===== src/rtl/bitonic_frame_packer.sv =====
// -----------------------------------------------------------------------------
// bitonic_frame_packer
//   Upstream writer for bitonic_sort. Keys arrive one per cycle on a
//   valid/ready stream. The packer collects N of them into a fill buffer and
//   moves each completed frame into a held output register. While a finished
//   frame waits in that register, the next frame keeps filling, so back-to-back
//   frames run without bubbles. Only the key that would complete a frame is
//   ever stalled.
//
//   Optional feature macro: PACK_FLUSH_EN
//     defined   - flush closes a partial frame and pads the unfilled slots
//                 with PAD_VALUE.
//     undefined - the flush input is present but ignored.
//
// Ports
//   clk        in   1              clock, all logic on posedge
//   reset      in   1              synchronous, active-high
//   in_data    in   INPUT_WIDTH    key to append
//   in_valid   in   1              in_data valid
//   in_ready   out  1              key accepted when in_valid && in_ready
//   flush      in   1              close the partial frame (PACK_FLUSH_EN only)
//   out        out  N*INPUT_WIDTH  packed frame; slot k = out[k*W +: W],
//                                  so slot 0 occupies the MSBs
//   out_valid  out  1              frame in out is valid
//   out_ready  in   1              frame consumed when out_valid && out_ready
// -----------------------------------------------------------------------------
module bitonic_frame_packer #(
   parameter int                     N           = 8,
   parameter int                     INPUT_WIDTH = 4,
   parameter int                     log_N       = $clog2(N),
   parameter logic [INPUT_WIDTH-1:0] PAD_VALUE   = {INPUT_WIDTH{1'b1}}
) (
   input  logic                       clk,
   input  logic                       reset,
   input  logic [INPUT_WIDTH-1:0]     in_data,
   input  logic                       in_valid,
   output logic                       in_ready,
   input  logic                       flush,
   output logic [0:N*INPUT_WIDTH-1]   out,
   output logic                       out_valid,
   input  logic                       out_ready
);

   localparam logic [log_N-1:0] LAST_SLOT = log_N'(N - 1);

   logic [log_N-1:0]         count_q;
   logic [INPUT_WIDTH-1:0]   fill_q [N];
   logic [0:N*INPUT_WIDTH-1] out_q;
   logic                     out_valid_q;
   logic [0:N*INPUT_WIDTH-1] frame_d;

   logic free;
   logic accept;
   logic complete;
   logic do_flush;
   logic emit;

   // Output register can take a new frame if it is empty or drained this cycle.
   assign free     = !out_valid_q || out_ready;
   assign in_ready = !reset && !((count_q == LAST_SLOT) && !free);
   assign accept   = in_valid && in_ready;
   assign complete = accept && (count_q == LAST_SLOT);

`ifdef PACK_FLUSH_EN
   // A key accepted alongside flush lands first; if it completes the frame the
   // flush has nothing left to do. An empty frame is never emitted.
   assign do_flush = flush && free && !complete && ((count_q != '0) || accept);
`else
   logic unused_flush;
   assign unused_flush = flush;
   assign do_flush     = 1'b0;
`endif

   assign emit = complete || do_flush;

   // Outgoing frame: filled slots, then the key accepted this cycle, then pad.
   // For a completing key every slot below it is filled, so pad never shows.
   always_comb begin
      frame_d = '0;
      for (int k = 0; k < N; k++) begin
         if (k < int'(count_q))
            frame_d[k*INPUT_WIDTH +: INPUT_WIDTH] = fill_q[k];
         else if ((k == int'(count_q)) && accept)
            frame_d[k*INPUT_WIDTH +: INPUT_WIDTH] = in_data;
         else
            frame_d[k*INPUT_WIDTH +: INPUT_WIDTH] = PAD_VALUE;
      end
   end

   // Stage boundary: fill buffer, slot counter and output register.
   // The fill buffer is not cleared between frames; slots at or above count_q
   // are always overwritten or padded before they can be emitted.
   always_ff @(posedge clk) begin
      if (reset) begin
         count_q     <= '0;
         out_q       <= '0;
         out_valid_q <= 1'b0;
         for (int k = 0; k < N; k++) fill_q[k] <= '0;
      end else if (emit) begin
         out_q       <= frame_d;
         out_valid_q <= 1'b1;
         count_q     <= '0;
      end else begin
         if (accept) begin
            fill_q[count_q] <= in_data;
            count_q         <= count_q + 1'b1;
         end
         if (out_valid_q && out_ready) out_valid_q <= 1'b0;
      end
   end

   assign out       = out_q;
   assign out_valid = out_valid_q;

endmodule


===== config.mk =====
export PLATFORM = sky130hd
export DESIGN_NAME = bitonic_frame_packer
export DESIGN_NICKNAME = d
export VERILOG_FILES = /design/src/rtl/bitonic_frame_packer.sv
export SDC_FILE = /design/constraint.sdc
export NUM_CORES = 1
export LEC_CHECK = 0
export ABC_AREA = 0
export CAP_MARGIN = 20
export CORE_MARGIN = 2
export CORE_UTILIZATION = 57
export CTS_CLUSTER_DIAMETER = 120
export CTS_CLUSTER_SIZE = 12
export DETAILED_ROUTE_END_ITERATION = 16
export PLACE_DENSITY = 0.93
export SYNTH_ARGS = -nofsm -noshare
export SYNTH_HDL_FRONTEND = slang
export SYNTH_SLANG_ARGS = --single-unit

===== constraint.sdc =====
create_clock -name clk -period 4.6 [get_ports clk]
set_input_delay 0.46 -clock clk [delete_from_list [all_inputs] [get_ports clk]]
set_output_delay 0.46 -clock clk [all_outputs]
set_load 0.005 [all_outputs]

Yosys cells after proc, flatten, opt, wreduce, memory -nomap -nowiden
Memories as Yosys holds them, arrays and structs flattened. A register that Yosys moved wholly into a read port is not among the register bits.
Index checks and enable logic that the tools add are counted.
{ "op_classes": {"n_addsub": 1, "order_cmp": 7, "n_eq_ne": 8, "n_mux": 26, "reduce_logical": 22} }
{ "ops": {"columns": ["op", "n"], "rows": [
  ["two-way mux 4 bit", 16],
  ["logical AND 1 bit", 13],
  ["equality test 3 bit, first input constant", 4],
  ["less-than comparator 3 bit, first input constant", 3],
  ["two-way mux 1 bit", 9],
  ["equality test 2 x 3 -> 1 bit, first input constant", 2],
  ["less-than comparator 1 x 3 -> 1 bit, first input constant", 2],
  ["less-than comparator 2 x 3 -> 1 bit, first input constant", 2],
  ["zero test 1 bit", 4],
  ["OR reduction 4 bit", 1],
  ["adder 3 x 1 -> 3 bit, second input constant", 1],
  ["equality test 1 x 3 -> 1 bit, first input constant", 1],
  ["equality test 3 bit, second input constant", 1],
  ["zero test 3 bit", 1],
  ["two-way mux 3 bit", 1],
  ["nonzero test 2 bit", 1],
  ["OR reduction 2 bit", 1],
  ["logical OR 1 bit", 1]
]} }
{ "word_totals": {"regBits": 36, "mem_bits_rw": 32, "in_bits": 9, "output_inout_bits": 34, "elab_cells": 68, "mem_count": 1} }
{ "mem_list": {"columns": ["name", "words", "word_bits", "read_ports", "rd_clocked_by_memory_dff", "wr", "line", "text"], "rows": [
  ["fill_q", 8, 4, 7, 7, 8, "47", "logic [INPUT_WIDTH-1:0] fill_q [N];"]
]} }

Longest topological paths before layout
Gate-level depths: netlist of run 1.
{ "logic_depth": {"ltp_word": 13, "depth_mapped": 7, "ltp_nobuf": 5} }

Worst setup path before layout of run 1
No wires, ideal clock.
{ "synth_path": {"kind": "reg-to-reg", "startpoint": "reg count_q[1]", "endpoint": "mem fill_q[4][0] (enable)", "setup_ps": 297, "t_arrival_ps": 1585, "t_required_ps": 4303, "setup_slack_ps": 2717, "path_stages_with_launch": 6, "n_path_buf": 0, "synth_period_minus_slack_ps": 1883, "cell_sequence": "dfxtp_1 ha_1 ha_1 or4b_4 nor2_1 or2_2"} }
{ "synth_rtl": {"columns": ["element", "line", "text"], "rows": [
  ["start: declaration", "46", "logic [log_N-1:0] count_q;"],
  ["start signal: assignment", "106", "count_q <= count_q + 1'b1;"],
  ["end: declaration", "47", null]
]} }

==> out/metrics.cfg, run 1 <==
[status]
status=complete, no violations

[finish]
finish.instance_area_um2=3397
drive_gt1_share_pct=9.123
syn_to_final_growth_pct=23.80
antenna_cells=0
nets=291

[worst_hold_path]
hold_path.class=flop to flop
min_from=out[13]
hold_path_depth=2
min_to=out[13]

[pwr]
p_per_area_nw_per_um2=331.3
peakVddDrop_v=0.0001994
cellLeakagePower_nw=1.195
p_total_mw=1.125

[place]
io_buffers=41
post-dp-hpwl_um=3079
placed_cell_area_um2=3179
gp_congestion=0.7714

[timing]
finalClockSkew_ps=10.63
rsz0062_at_grt=false
period_share_pct=54.76
max_freq_mhz=397.0
fin_setup_tns_ps=0
maxSlewHeadroom_pct=56.95
slew_violations=0
hold_viol=0
min_period_ps=2519
worstMarginPinSlew_ps=643.8
setup_violations=0

[synthesis]
yosysWarnings=0
ys_types=22
yosysSeqAreaShare_pct=56.91
synthCells=238
synth_nets=249
postSynthAreaPerCell_um2=11.53
synth_seq_cells=64
synth_area_um2=2744

[clock_network]
ctsResizeCount=0
cts_buffers=9
cts_tree=done
htree_levels=3
path_clk_slew_ps=60
root_buffer=clkbuf_8
cts_hold_buf=0
clock_latency_ps=330
cts.sinks=64
clk_path_buf_depth=2
post_cts_buffers=0

[route]
drtPass1Iterations=4
wl_um=4874
viasPerCell=5.212
drtIter0Drc=85
wire_per_inst_um=14.38
ant_nets=0
drc=0
vias=1767

[critical_path]
r2r_start=count_q[1]
startpoint_type=input pin
cp.required_ps=4640
cp_max_fo=54
rrSetupSlack_ps=2490
end_kind=flop
setup.worst_path.class=input pin to flop
r2r_end=fill_q[2][2]
rr_worst_depth=5
cp.arrival_ps=2560

[floorplan]
design.die.area_um2=5385
start_util_pct=58.48
core_um2=4692
rows=25
die_width_um=73.38
die_height_um=73.38
ios=43

[global_route]
antenna_found_initial=0
grt_use_total_pct=19.44
grt_pass1_vias=1692
gr-total-overflow=0
grt_pass1_wl_um=7672
grt_max_degree=55

[flow_run]
max_cap_viol_count=0

==> synth_stat cells <==
| cell type | number | area [um^2] |
|---|---|---|
| a21oi_1 | 3 | 15.01 |
| and2_1 | 28 | 175.2 |
| and3b_1 | 1 | 8.760 |
| buf_2 | 1 | 5.000 |
| buf_4 | 3 | 22.52 |
| clkbuf_1 | 8 | 30.03 |
| dfxtp_1 | 36 | 720.7 |
| edfxtp_1 | 28 | 840.8 |
| ha_1 | 2 | 25.02 |
| inv_1 | 1 | 3.750 |
| mux2i_1 | 32 | 320.3 |
| nand2_1 | 5 | 18.77 |
| nand2b_1 | 67 | 419.2 |
| nand4bb_1 | 1 | 11.26 |
| nor2_1 | 7 | 26.28 |
| nor2b_1 | 2 | 12.51 |
| nor3_1 | 1 | 5.000 |
| nor3_2 | 1 | 10.01 |
| o21ai_0 | 2 | 10.01 |
| o22ai_1 | 1 | 6.260 |
| or2_2 | 7 | 43.79 |
| or4b_4 | 1 | 13.76 |
==> kinds of logic (layout without fill, tap and decap cells) <==
group	count (synthesis)	after routing	share of synthesized area (%)
flops	64	64	56.91
fa+ha+maj	2	2	0.9118
compound gates	6	6	1.140
simple gates	121	121	27.13
buf+inv	13	60	2.234
mux	32	32	11.67
==> metal layers <==
layer	vias to the layer above	track usage, %	share of wire, %
li1	874	-	-
met5	-	0	0
met1	840	23.97	44
met4	0	9.899	2.0
met3	9	5.350	4.1
met2	44	31.33	49
==> report_power, final <==
part | leakage [nW] | internal, mW | switching, mW
combinational | 0.514 | 0.0254 | 0.0274
clock | 0.100 | 0.263 | 0.198
sequential | 0.580 | 0.606 | 0.00601
==> sequential cells by signal, summed over array words and instances, names as in the netlist <==
name / count
out: 32
fill_q: 28
count_q: 3
out_valid: 1
==> area by class of cell <==
cell class,count,area [um^2]
flip-flops and latches,64,1562
fillers,324,1295
multi-input cells,161,1129
repair buffers,43,445.4
clock buffers,12,145.1
well taps,54,67.56
clock inverters,4,45.04
inverters,1,3.754
==> per-stage QoR <==
stage                     utilization (%)  setup slack (ps)  hold slack, ps  cells
after floorplan                         -              2717           465.0    238
after global placement              67.76              1790           458.5    322
after detailed placement            67.76              1744           464.0    322
after CTS                           71.81              2106           477.5    338
after global routing                72.40              1918           492.8    339
final                               72.40              2081           473.3    339
==> worst max path at each step <==
stage                     from  cells past startpoint           end  slack (ps)
floorplan           count_q[1]                      5  fill_q[4][0]        2720
global placement         reset                      5  fill_q[1][2]        1790
detailed placement       reset                      5  fill_q[1][2]        1740
CTS                      reset                      5  fill_q[1][1]        2110
global route             reset                      5  fill_q[1][0]        1920
finish                   reset                      5  fill_q[1][0]        2080
==> placed cells by master, fill, tap and decap left out, types with 2 or more instances in the layout <==
cell	n
clkinv_2	3
edfxtp_1	28
and2_1	28
o21ai_0	2
ha_1	2
nand2_1	5
nor2_1	7
clkdlybuf4s50_1	41
mux2i_1	32
nand2b_1	67
a21oi_1	3
or2_2	7
clkbuf_1	2
clkbuf_8	10
dfxtp_1	36
==> worst max-delay path: stages <==
cell	delay, ps
clkdlybuf4s50_1	740
buf_4	430
nand4bb_1	320
nor3_1	360
or2_2	240
(Power assumes the default switching activity.)
==> run 2: changes to the inputs <==
--- a/config.mk
+++ b/config.mk
@@ -8,11 +8,11 @@
 export ABC_AREA = 0
 export CAP_MARGIN = 20
 export CORE_MARGIN = 2
-export CORE_UTILIZATION = 57
+export CORE_UTILIZATION = 48
 export CTS_CLUSTER_DIAMETER = 120
 export CTS_CLUSTER_SIZE = 12
 export DETAILED_ROUTE_END_ITERATION = 16
-export PLACE_DENSITY = 0.93
+export PLACE_DENSITY = 0.84
 export SYNTH_ARGS = -nofsm -noshare
 export SYNTH_HDL_FRONTEND = slang
 export SYNTH_SLANG_ARGS = --single-unit
==> constraint.sdc (replaced) <==
create_clock -name clk -period 2.2 [get_ports clk]
set_input_delay 0.22 -clock clk [delete_from_list [all_inputs] [get_ports clk]]
set_output_delay 0.22 -clock clk [all_outputs]
set_load 0.005 [all_outputs]
==> out/metrics.cfg, run 2 (synthesis results as in run 1) <==
[status]
status=complete, no violations

[floorplan]
ios=43
rows=27
design.die.area_um2=6337
die_height_um=79.61
core_um2=5507
die_width_um=79.61
start_util_pct=49.83

[timing]
min_period_ps=2129
max_freq_mhz=469.8
setup_violations=0
hold_viol=0
slew_violations=0
finalClockSkew_ps=5.896
maxSlewHeadroom_pct=64.07
worstMarginPinSlew_ps=538.9
period_share_pct=96.76

[clock_network]
htree_levels=3
ctsResizeCount=0
cts.sinks=64
cts_tree=done
clock_latency_ps=330
post_cts_buffers=0
clk_path_buf_depth=2
path_clk_slew_ps=70
cts_hold_buf=0
cts_buffers=9
root_buffer=clkbuf_8

[finish]
nets=294
fin_util_pct=62.39
largest_reg_flops=32
antenna_cells=0
mostFrequentLayoutCells=nand2b_1, clkdlybuf4s50_1, dfxtp_1
drive_gt1_share_pct=11.46
layout.cells.non_filler=360
final_common_cell=nand2b_1
syn_to_final_growth_pct=25.22
fillers=428

[critical_path]
worstPathCellList=ha_1 > ha_2 > and3b_2 > nor2_1 > clkdlybuf4s50_1
startpoint_type=flop
r2r_start=count_q[0]
r2r_end=fill_q[0][0]
crit_slowest_cell=clkdlybuf4s50_1
end_kind=output port
setup.worst_path.class=flop to output port
cp_max_fo=5
cp.arrival_ps=1910
slowest_delay_ps=500
rrSetupSlack_ps=170
rr_worst_depth=5
cp.required_ps=1980

[worst_hold_path]
hold_path.class=flop to flop
min_from=out[9]
min_to=out[9]
hold_path_depth=2

[pwr]
cellLeakagePower_nw=1.206
peakVddDrop_v=0.0003306
p_per_area_nw_per_um2=676.8

[route]
drtPass1Iterations=5
vias=1699
drc=0
wire_per_inst_um=12.36
viasPerCell=4.719
ant_nets=0
wl_um=4450
drtIter0Drc=90

[flow_run]
max_cap_viol_count=0

[place]
io_buffers=41
dpl.cell_count=344
gp_congestion=0.7380
post-dp-hpwl_um=2885

[global_route]
grt_pass1_wl_um=7486
antenna_found_initial=0
grt_pass1_vias=1689
grt_max_degree=76
grt_use_total_pct=15.66
gr-total-overflow=0

-- run 2: area by class of cell --
type / instances / area, um^2 / area share (%)
sequential: 64 / 1562 / 45.45
inverter: 1 / 3.754 / 0.1092
clock buffer: 13 / 178.9 / 5.208
clock inverter: 3 / 13.76 / 0.4006
tap: 72 / 90.09 / 2.622
timing repair buffer: 46 / 455.4 / 13.26
multi-input combinational: 161 / 1132 / 32.96
-- run 2: power by group --
part           switching (mW)  leakage [nW]  internal (mW)
Combinational          0.0570         0.523         0.0561
Sequential             0.0104         0.580           1.27
Clock                   0.411         0.103          0.525
-- run 2: worst max-delay path by stage --
| stage | start | slack, ps | endpoint |
|---|---|---|---|
| after global placement | count_q[0] | 220 | fill_q[2][3] |
| after detailed placement | count_q[0] | 140 | fill_q[4][1] |
| after floorplan | count_q[1] | 320 | fill_q[4][0] |
| after global routing | count_q[0] | -2 | in_ready |
| after CTS | count_q[0] | 30 | in_ready |
| final | count_q[0] | 70 | in_ready |
-- run 2: per-layer routing --
metal	global-route usage (%)	vias to the layer above	routed length [um]
li1	-	879	-
met1	18.44	777	2093
met2	26.22	32	2083
met3	3.281	11	143
met4	9.310	0	130
met5	0	-	0
-- run 2: critical path: cells and delay by family, from the launching register on --
kind | cells | cell delay (ps)
and+or+nand+nor | 2 | 320
DFF | 1 | 350
adders and majority gates | 2 | 410
buffers and inverters | 1 | 500
-- run 2: metrics by stage --
stage | area [um^2] | TNS [ps] | hold slack, ps | power, mW | setup WS, ps
after CTS | 3432 | 0 | 478.8 | 2.346 | 25.10
after floorplan | 2744 | 0 | 375.3 | 1.372 | 317.3
after global routing | 3436 | -1.937 | 492.5 | 2.414 | -1.937
final | 3436 | 0 | 473.8 | 2.325 | 71.21
after global placement | 3239 | 0 | 460.2 | 1.414 | 223.8
after detailed placement | 3239 | 0 | 462.6 | 1.417 | 143.9
==> run 3: changes to the inputs <==
--- a/config.mk
+++ b/config.mk
@@ -7,12 +7,14 @@
 export LEC_CHECK = 0
 export ABC_AREA = 0
 export CAP_MARGIN = 20
+export CELL_PAD_IN_SITES_DETAIL_PLACEMENT = 1
+export CELL_PAD_IN_SITES_GLOBAL_PLACEMENT = 2
 export CORE_MARGIN = 2
-export CORE_UTILIZATION = 48
+export CORE_UTILIZATION = 31
 export CTS_CLUSTER_DIAMETER = 120
 export CTS_CLUSTER_SIZE = 12
 export DETAILED_ROUTE_END_ITERATION = 16
-export PLACE_DENSITY = 0.84
+export PLACE_DENSITY = 0.83
 export SYNTH_ARGS = -nofsm -noshare
 export SYNTH_HDL_FRONTEND = slang
 export SYNTH_SLANG_ARGS = --single-unit
==> out/metrics.cfg, run 3 (synthesis results as in run 1) <==
[clock_network]
cts_tree=done
post_cts_buffers=0
path_clk_slew_ps=70
clock_latency_ps=330
cts_hold_buf=0
clk_path_buf_depth=2
cts_buffers=9
ctsResizeCount=0
htree_levels=3
cts.sinks=64
root_buffer=clkbuf_8

[route]
vias=1768
viasPerCell=4.442
drtPass1Iterations=3
wire_per_inst_um=13.66
wl_um=5435
drtIter0Drc=57
drc=0
ant_nets=0

[pwr]
p_comb_share_pct=4.6
clkPwrFrac_pct=45.5
p_total_mw=2.558
cellLeakagePower_nw=1.229
p_int_mw=2.025
peakVddDrop_v=0.0002917
p_switching_mw=0.5330
p_seq_share_pct=49.9
p_per_area_nw_per_um2=724.0
p_sw_share_pct=20.84

[floorplan]
design.die.area_um2=9620
die_width_um=98.08
start_util_pct=31.77
core_um2=8636
rows=34
die_height_um=98.08
ios=43

[status]
status=complete, no violations

[flow_run]
max_cap_viol_count=0

[critical_path]
r2r_start=count_q[0]
cp_max_fo=5
cp.required_ps=1980
slowest_delay_ps=510
r2r_end=fill_q[6][0]
end_kind=output port
path_delay_family=buffers and inverters
rr_worst_depth=5
rrSetupSlack_ps=210
cp.arrival_ps=1910
setup.worst_path.class=flop to output port
startpoint_type=flop
worst-path-buf-inv=1
crit_slowest_cell=clkdlybuf4s50_1
worstPathCellList=ha_1 > ha_2 > and3b_2 > nor2_1 > clkdlybuf4s50_1

[finish]
antenna_cells=0
largest_reg_flops=32
mostFrequentLayoutCells=nand2b_1, clkdlybuf4s50_1, dfxtp_1
multiInputGateArea_um2=1132
nets=296
drive_gt1_share_pct=12.07
seq_area_um2=1562
final_common_cell=nand2b_1
fillers=952
syn_to_final_growth_pct=28.77
fin_util_pct=40.92

[worst_hold_path]
min_to=out_valid
hold_path.class=input pin to flop
min_from=reset
hold_path_depth=2

[place]
io_buffers=41
post-dp-hpwl_um=3628
gp_congestion=0.7241

[timing]
worstMarginPinSlew_ps=413.3
finalClockSkew_ps=8.230
slew_violations=0
maxSlewHeadroom_pct=72.45
hold_viol=0
setup_violations=0
whs_ps=298.8
rsz0062_at_grt=false
min_period_ps=2126
fin_setup_tns_ps=0
max_freq_mhz=470.4
period_share_pct=96.64

[global_route]
gr-total-overflow=0
grt_use_total_pct=11.93
grt_max_degree=56
antenna_found_initial=0
grt_pass1_vias=1816
grt_pass1_wl_um=9011

==> run 3: cell count changes in the layout (fill, tap and decap cells not counted), sizes merged <==
| cell | before | now |
|---|---|---|
| bufinv | 0 | 2 |
| buf | 6 | 8 |
| clkinv | 3 | 2 |
| clkbuf | 13 | 11 |
| clkinvlp | 0 | 1 |
==> run 3: layer usage <==
| metal | vias to the layer above | global-route usage [%] | part of all wire (%) |
|---|---|---|---|
| met5 | - | 0 | 0 |
| met4 | 0 | 5.128 | 1.6 |
| met3 | 9 | 3.436 | 4.3 |
| met2 | 38 | 17.49 | 45 |
| met1 | 839 | 16.42 | 49 |
| li1 | 882 | - | - |
==> run 3: final cells by class <==
cell class	instances	area share [%]
repair buffers	48	13.31
multi-input cells	161	32.05
clock buffers	11	4.320
well taps	108	3.824
flip-flops and latches	64	44.19
clock inverters	5	2.195
inverters	1	0.1062
==> run 3: how the worst max path moves through the flow <==
stage | start | endpoint | slack (ps) | cells after the start
after floorplan | count_q[1] | fill_q[4][0] | 320 | 5
after global placement | count_q[0] | fill_q[6][3] | 220 | 5
after detailed placement | count_q[0] | fill_q[4][0] | 180 | 5
after CTS | count_q[0] | in_ready | 20 | 5
after global routing | count_q[0] | in_ready | 2 | 5
final | count_q[0] | in_ready | 70 | 5
==> run 3: power groups by stage <==
stage                     clock network [mW]  registers, mW  logic (mW)
after floorplan                            0           1.30      0.0715
after global placement                     0           1.30       0.115
after detailed placement                   0           1.30       0.118
after CTS                               1.20           1.28       0.119
after global routing                    1.25           1.28       0.130
final                                   1.16           1.28       0.116
==> run 3: through the flow <==
| stage | instance area (um^2) | worst slack, ps | instances |
|---|---|---|---|
| after detailed placement | 3299 | 176.8 | 382 |
| after global placement | 3299 | 217.5 | 382 |
| after global routing | 3533 | 2.266 | 398 |
| after CTS | 3530 | 20.99 | 398 |
| after floorplan | 2744 | 317.3 | 238 |
| final | 3533 | 73.94 | 398 |
